$ cat src/rtl/window_data_buffer.sv
// ============================================================================
// Module   : window_data_buffer
// Purpose  : Collects signed samples into an 8-deep sliding window and emits
//            it packed, with stride control, for the window-sum stage.
//            Optional macro WINDOW_SEQ_CNT_EN adds a window sequence counter.
// Revision : 1.0  initial release
// ============================================================================
`default_nettype none

module window_data_buffer #(
  parameter int SAMPLE_W = 32,
  parameter int WIN_LEN  = 8,
  parameter int STRIDE   = 1
) (
  input  logic                         clk,
  input  logic                         rst,
  input  logic                         clear,
  input  logic [SAMPLE_W-1:0]          in_data,
  input  logic                         in_valid,
  output logic                         in_ready,
  output logic [SAMPLE_W*WIN_LEN-1:0]  windowdata,
  output logic                         window_valid,
  input  logic                         window_ready
`ifdef WINDOW_SEQ_CNT_EN
  ,
  output logic [15:0]                  win_seq
`endif
);

  localparam int c_WIN_W    = SAMPLE_W * WIN_LEN;
  localparam int c_FILL_W   = $clog2(WIN_LEN + 1);
  localparam int c_STRIDE_W = $clog2(STRIDE + 1);
  localparam logic [c_FILL_W-1:0]   c_FILL_MAX   = c_FILL_W'(WIN_LEN);
  localparam logic [c_STRIDE_W-1:0] c_STRIDE_MAX = c_STRIDE_W'(STRIDE);

  logic [c_WIN_W-1:0]    r_windowdata;
  logic                  r_window_valid;
  logic [c_FILL_W-1:0]   r_fill;
  logic [c_STRIDE_W-1:0] r_stride;

  logic                  w_accept;
  logic                  w_first_fill;
  logic                  w_emit;
  logic [c_FILL_W-1:0]   w_fill_next;
  logic [c_STRIDE_W-1:0] w_stride_next;

  assign in_ready     = !clear && (!r_window_valid || window_ready);
  assign w_accept     = in_valid && in_ready;

  // Both counters saturate; stride is only meaningful once the window is full,
  // and it is cleared on every emission so it never exceeds STRIDE afterwards.
  assign w_fill_next   = (r_fill == c_FILL_MAX) ? r_fill : r_fill + c_FILL_W'(1);
  assign w_stride_next = (r_stride == c_STRIDE_MAX) ? r_stride
                                                    : r_stride + c_STRIDE_W'(1);
  assign w_first_fill  = (r_fill != c_FILL_MAX);
  assign w_emit        = w_accept && (w_fill_next == c_FILL_MAX) &&
                         (w_first_fill || (w_stride_next == c_STRIDE_MAX));

  always_ff @(posedge clk) begin
    if (rst || clear) begin
      r_windowdata   <= '0;
      r_window_valid <= 1'b0;
      r_fill         <= '0;
      r_stride       <= '0;
    end else begin
      if (w_accept) begin
        // Slot 0 (LSBs) is oldest; the new sample enters at the top slot.
        r_windowdata <= {in_data, r_windowdata[c_WIN_W-1:SAMPLE_W]};
        r_fill       <= w_fill_next;
        r_stride     <= w_emit ? '0 : w_stride_next;
      end
      if (w_emit) begin
        r_window_valid <= 1'b1;
      end else if (r_window_valid && window_ready) begin
        r_window_valid <= 1'b0;
      end
    end
  end

`ifdef WINDOW_SEQ_CNT_EN
  logic [15:0] r_win_seq;

  always_ff @(posedge clk) begin
    if (rst || clear) begin
      r_win_seq <= '0;
    end else if (r_window_valid && window_ready) begin
      r_win_seq <= r_win_seq + 16'd1;
    end
  end

  assign win_seq = r_win_seq;
`endif

  assign windowdata   = r_windowdata;
  assign window_valid = r_window_valid;

endmodule

`default_nettype wire
$ cat config.mk
export PLATFORM = sky130hd
export DESIGN_NAME = window_data_buffer
export DESIGN_NICKNAME = d
export VERILOG_FILES = /design/src/rtl/window_data_buffer.sv
export SDC_FILE = /design/constraint.sdc
export NUM_CORES = 1
export LEC_CHECK = 0
export CORE_AREA = 2 2 162 204
export DETAILED_ROUTE_END_ITERATION = 6
export DIE_AREA = 0 0 164 206
export GPL_TIMING_DRIVEN = 0
export PLACE_DENSITY_LB_ADDON = 0.3
export SLEW_MARGIN = 20
export SYNTH_ARGS = -nofsm -noshare
export SYNTH_HDL_FRONTEND = slang
export SYNTH_SLANG_ARGS = --single-unit
$ cat constraint.sdc
create_clock -name clk -period 3.1 [get_ports clk]
set_input_delay 0.31 -clock clk [delete_from_list [all_inputs] [get_ports clk]]
set_output_delay 0.31 -clock clk [all_outputs]
set_load 0.005 [all_outputs]
**Yosys cells after proc, flatten, opt, wreduce, memory -nomap -nowiden**

Index checks and enable logic that the tools add are counted.

- Output and inout bits: 258
- Logic and storage cells: 25
- Register bits after elaboration: 262

- Muxes and demuxes: 5
- Equal/unequal tests: 3
- Reductions and logical operators: 11
- Add/sub/neg operators: 2

Operator list:

| operator | count |
|---|---|
| 4-bit == test (second input constant) | 2 |
| 1-bit logical AND | 5 |
| 4-bit by 1-bit adder with 4-bit output (second input constant) | 1 |
| 1-bit 2-to-1 mux | 4 |
| 4-bit 2-to-1 mux | 1 |
| 4-bit inequality test (second input constant) | 1 |
| 1-bit logical OR | 3 |
| 1-bit zero test | 2 |
| 2-bit nonzero test | 1 |
| 1-bit adder (second input constant) | 1 |

**Depth between registers and ports, before layout**

Gate-level depths: netlist of run 1.

- Depth in word-level cells: 7
- Gate-level depth with buffers: 6

**Worst setup path after synthesis of run 1**

No wires, ideal clock.

- Path type: register to register
- From: reg r_fill[0]
- To: reg r_fill[2]
- Path buffers: 0
- Slack: 1.877 ns
- Cell stages (with the launch flop): 7
- Data required time: 3.030 ns
- Arrival time: 1.153 ns
- Path through: dfxtp_1 inv_1 ha_1 nand2_1 nand3b_1 or2_1 a21oi_1

- Cells in the longest elaborated chain, start to end: 2
- Elaborated cells between the ends (all ways): 3
- Classes of those cells: add/sub (1); eq/ne (1); mux (1)

Ends and longest elaborated chain:

| what | RTL line | text |
|---|---|---|
| from (decl) | 38 | `logic [c_FILL_W-1:0] r_fill;` |
| from (signal assigned) | 69 | `r_fill <= w_fill_next;` |
| 4-bit by 1-bit adder with 4-bit output or 4-bit == test (tied branches) | 52 | `assign w_fill_next = (r_fill == c_FILL_MAX) ? r_fill : r_fill + c_FILL_W'(1);` |
| 4-bit 2-to-1 mux (*) | 52 |  |

Mark *: on every way between the ends. The rest lies on a longest branch, timed or not.
A chain may end at the register's enable or synchronous reset.

**Worst setup path in the final report of run 1**

- From: reg r_window_valid (netlist: window_valid)
- To: out in_ready

- Cells in the longest elaborated chain, start to end: 3

Ends and longest elaborated chain:

| what | RTL line | text |
|---|---|---|
| from (decl) | 37 | `logic r_window_valid;` |
| from (signal assigned) | 62 | `r_window_valid <= 1'b0;` |
| from (signal assigned) | 73 | `r_window_valid <= 1'b1;` |
| from (signal assigned) | 75 | `r_window_valid <= 1'b0;` |
| 1-bit zero test | 47 | `assign in_ready = !clear && (!r_window_valid \|\| window_ready);` |
| 1-bit logical OR | 47 |  |
| 1-bit logical AND | 47 |  |
| to (decl) | 20 | `output logic in_ready,` |

No other way between the ends.

==> results of run 1 <==
[worst max-delay path, cell delays in order, from the launching register on]
cell and delay [ns]:
dfxtp_1 0.33, nor2b_4 0.14, nor2_1 0.09, clkdlybuf4s50_1 0.52
[metal layers]
layer  global-route usage  share of wire
met5                    0              0
met4               0.0508          0.023
met3               0.0373          0.057
met2                0.335           0.53
met1                0.184           0.39
[cells in the final DEF, fill, tap and decap left out, types with 3 or more instances in the layout]
master and count:
inv_1 3, nand2_1 515, clkinv_2 3, buf_2 54, clkbuf_1 18, nor2_1 3
dfxtp_1 261, clkdlybuf4s50_1 294, a21oi_1 259, clkbuf_16 29, buf_4 13, clkbuf_8 8
bufinv_16 4
[cell families (layout without fill, tap and decap cells)]
kind of cell | count (synthesis) | after routing | synth area share
AND/OR/NAND/NOR | 531 | 531 | 0.225
AO/OA/AOI/OAI | 264 | 264 | 0.146
flip-flops | 261 | 261 | 0.572
buffers and inverters | 89 | 434 | 0.0510
adder cells (fa/ha/maj) | 2 | 2 | 0.00274
XOR/XNOR | 2 | 2 | 0.00192
multiplexers | 1 | 1 | 0.00110
[flip-flops by register name (all words and copies together) (netlist names)]
register	flops
window_valid	1
r_fill	4
windowdata	256
[power by group]
group / total (mW) / internal, mW / switching, mW
Combinational: 0.327 / 0.113 / 0.214
Sequential: 3.37 / 3.36 / 0.00958
Clock: 3.63 / 2.23 / 1.40
[layout make-up]
class,instances,area [sq um],share of cell area
Multi-Input combinational cell,800,3440,0.252
Buffer,86,454,0.0333
Timing Repair Buffer,294,2940,0.216
Clock inverter,12,184,0.0135
Inverter,3,11.3,0.000827
Clock buffer,39,843,0.0619
Tap cell,418,523,0.0384
Sequential cell,261,5230,0.384
[metrics by stage]
stage / setup WS, ns / cells / area [sq um] / utilization / hold slack [ns]
after floorplan: 1.88 / 1150 / 9130 / - / 0.446
after global placement: 0.836 / 1862 / 12600 / 0.392 / 0.443
after detailed placement: 0.814 / 1862 / 12600 / 0.392 / 0.449
after CTS: 1.12 / 1913 / 13600 / 0.424 / 0.279
after global routing: 1.08 / 1913 / 13600 / 0.424 / 0.302
final: 1.17 / 1913 / 13600 / 0.424 / 0.307
[worst min-delay path by stage]
stage | from | end | slack (ns) | cells after the start
after floorplan | in_data[0] | windowdata[224] | 0.45 | 2
after CTS | in_data[7] | windowdata[231] | 0.28 | 3
after global routing | in_data[10] | windowdata[234] | 0.30 | 3
after detailed placement | windowdata[10] | windowdata[10] | 0.45 | 2
after global placement | windowdata[0] | windowdata[0] | 0.44 | 2
final | in_data[7] | windowdata[231] | 0.31 | 3
==> out/results.tsv, run 1 <==
metric	value	unit
cts_tree	yes	
setup_violations	0	
totalPowerFinal	7.33	mW
synth_top_area_frac	0.572	
layout.nets	1513	
grt_max_degree	15	
drc	0	
cellPowerDensity	538	nW/um^2
seq_area_frac_synth	0.572	
antenna_found_initial	1	
synth_edf_count	0	
worst_pin_slew	0.792	ns
synth_nets	1189	
netlist_top_cells_area	dfxtp_1, nand2_1, a21oi_1	
tns	0	ns
clock_tree.root_cell	clkbuf_16	
yosys_warnings	0	
die_w	164	um
leakage	4.34	nW
dieArea	33800	sq um
cts_num_sinks	261	
min_period	1.93	ns
slew_violations	0	
slew_headroom	0.472	
fill_cells	3303	
grt_pass1_wl	44.8	mm
insertion_delay	0.55	ns
skew	0.0144	ns
post_cts_buffers	0	
end_kind	output pin	
endpoint	in_ready	
r2r-end	windowdata[250]	
vias_per_cell	4.35	
crit_arrival	1.62	ns
syn-cell-area	9130	sq um
grt_pass1_vias	7933	
grt_setup_unrepaired	no	
yosysMostFrequentCell	nand2_1	
antenna_cells	0	
async_flop_share	0	
dp.final_hpwl	24.2	mm
path_clk_slew	0.06	ns
crit_start	window_valid	
cts_resized	0	
reg2reg_depth	5	
clockBufferDepth	3	
worstSetupPathType	register to output pin	
yosys.area.top_type	dfxtp_1	
cp.required	2.79	ns
grt_use_total	0.172	
outcome	complete, no violations	
avgRoutedWirePerCell	15.9	um
drt_wl_total	30.4	mm
ir_worst_vdd	0.435	mV
synth_top_cells_by_count	nand2_1, dfxtp_1, a21oi_1, buf_2, clkbuf_1	
h-tree-depth	1	
postCtsHoldBufs	0	
port-buffer-count	294	
maxCapViolCount	0	
core	32100	sq um
drt_first_iter_violations	289	
synth_flop_cell	dfxtp_1	
max_freq	517	MHz
cts_buffers	28	
start_util	0.284	
worstHoldPathType	primary input to register	
gp_congestion	0.769	
io_pins	295	
die_h	206	um
path_max_fanout	3	
synth_cells	1150	
hold_violations	0	
ant_nets	0	
crit_path_start_kind	register	
syn2layout_area_growth	49.2	%
overflow	0	
rr_startpoint	window_valid	
postSynthAreaPerCell	7.94	sq um
synthDistinctLibCells	29	
drive_above_1_share	0.0823	
num_vias	8328	
timing.final.crit_share	0.624	
ff2ff_setup_slack	1.39	ns
dr.pass1.iters	4	
synth.ff_latch_count	261	
num_rows	74	
Power figures use the tool's default switching activity.
==> run 2: changes to the inputs <==
- clock period: 3.1 -> 1.97 ns (I/O delays scaled with it)
==> results of run 2 <==
The final DEF is identical to that of run 1. Status: complete, no violations.
Among the figures that moved: setup slack after placement 0.814 ns -> -0.203 ns; setup slack after layout 1.17 ns -> 0.149 ns; hold slack 0.307 ns -> 0.194 ns; register-to-register setup slack 1.39 ns -> 0.26 ns; total power 7.33 mW -> 11.5 mW; worst IR drop on VDD 0.435 mV -> 0.685 mV
==> run 3: changes to the inputs <==
- DONT_BUFFER_PORTS: default -> 1
- SKIP_LAST_GASP: default -> 1
==> out/results.tsv, run 3 (synthesized netlist as in run 1, its figures left out) <==
metric	value	unit	change
post_cts_buffers	0		unchanged
grt_setup_unrepaired	no		
overflow	0		unchanged
dr.pass1.iters	4		unchanged
num_vias	7438		-11%
grt_pass1_wl	43.8	mm	-2.2%
max_freq	568	MHz	
ff_latch_area	5230	sq um	unchanged
path_max_fanout	10		+7
totalPowerFinal	11.4	mW	
setup_violations	0		unchanged
gp_congestion	0.776		+0.87%
placedCellCount	1568		-16%
h-tree-depth	1		unchanged
skew	0.00814	ns	-0.00624 ns
cts_tree	yes		
mostFrequentLayoutCell	nand2_1		
layout.cells.non_filler	1653		-14%
num_rows	74		unchanged
grt_use_total	0.171		-0.00153
grt_max_degree	14		-1
drc	0		unchanged
start_util	0.284		unchanged
core	32100	sq um	unchanged
antenna_cells	0		unchanged
cts_buffers	28		unchanged
syn2layout_area_growth	20.3	%	
drive_above_1_share	0.0972		+0.0149
final_cell_mix	nand2_1, dfxtp_1, a21oi_1		
die_w	164	um	unchanged
layout.nets	1254		-17%
cp.required	2.44	ns	
die_h	206	um	unchanged
antenna_found_initial	1		unchanged
hold_violations	0		unchanged
avgRoutedWirePerCell	18.1	um	+14%
ir_worst_vdd	0.661	mV	
drt_wl_total	30.0	mm	-1.5%
worst_pin_slew	0.793	ns	+0.000929 ns
end_kind	register		
ant_nets	0		unchanged
grt_pass1_vias	7100		-11%
dieArea	33800	sq um	unchanged
post_dp_cell_area	9650	sq um	-23%
port-buffer-count	0		-100%
maxCapViolCount	0		unchanged
timing.final.crit_share	0.894		
slew_headroom	0.471		-0.000619
vias_per_cell	4.50		+3.4%
outcome	complete, no violations		
ff2ff_setup_slack	0.21	ns	
cellPowerDensity	1040	nW/um^2	
tns	0	ns	unchanged
hold-path-cell-count	4		+1
final_area	11000	sq um	-19%
slew_violations	0		unchanged
multi_input_area	3440	sq um	unchanged
hold_end	r_fill[3]		
worstSetupPathType	register to register		
leakage	3.45	nW	-21%
path_clk_slew	0.06	ns	about the same
min_period	1.76	ns	
largest_reg_flops	256		unchanged
clockBufferDepth	3		unchanged
io_pins	295		unchanged
fill_cells	3473		+5.1%
insertion_delay	0.55	ns	about the same
reg2reg_depth	5		unchanged
clock_tree.root_cell	clkbuf_16		
drt_first_iter_violations	274		-5.2%
worstHoldPathType	primary input to register		
r2r-end	windowdata[250]		
crit_path_start_kind	register		
hold_start	window_ready		
dp.final_hpwl	23.3	mm	-3.5%
cts_num_sinks	261		unchanged
crit_arrival	2.23	ns	+0.61 ns
rr_startpoint	window_valid		
[run 3: changes by cell type in the layout (fill, tap and decap cells not counted), sizes merged]
cell / delta
clkdlybuf4s50: -294
dlygate4sd3: +35
clkbuf: -1
[run 3: worst max-delay path by stage]
stage	startpoint	to	slack, ns	cells past startpoint
after floorplan	r_fill[0]	r_fill[2]	0.75	6
after global placement	window_valid	windowdata[247]	0.22	5
after detailed placement	window_valid	windowdata[250]	0.20	5
after CTS	window_valid	windowdata[250]	0.17	5
after global routing	window_valid	windowdata[246]	0.11	5
final	window_valid	windowdata[250]	0.21	5
[run 3: report_power, final]
group          internal (mW)  switching (mW)
clock                   3.39            2.20
combinational          0.136           0.335
sequential              5.29          0.0203
[run 3: critical path: stages, from the launching register on]
cell and delay (ns):
dfxtp_1 0.34, nor2b_4 0.15, nor2_4 0.25, buf_1 0.65
nand2_1 0.13, a21oi_1 0.15
[run 3: layout make-up]
class,instances,area share
Sequential cell,261,0.476
Multi-Input combinational cell,800,0.313
Clock buffer,38,0.0737
Tap cell,418,0.0476
Buffer,86,0.0413
Timing Repair Buffer,35,0.0319
Clock inverter,12,0.0157
Inverter,3,0.00103
[run 3: what timing repair did]
action                                  CTS  global route
endpoints found under the setup margin    0             0
hold endpoints to repair                 34             0
hold buffers                             35             0
resized for setup                         0             0
[run 3: metal layers]
metal	track usage	routed length, um
met4	0.0555	649
met2	0.322	15700
met5	0	0
met1	0.181	11200
met3	0.0490	2440
[run 3: metrics by stage]
step,setup WS (ns),utilization,hold WS (ns)
2_1_floorplan,0.747,-,0.333
3_3_place_gp,0.225,0.300,0.335
3_5_place_dp,0.200,0.300,0.341
4_1_cts,0.175,0.342,0.0469
5_1_grt,0.106,0.342,0.0801
6_report,0.209,0.342,0.0791
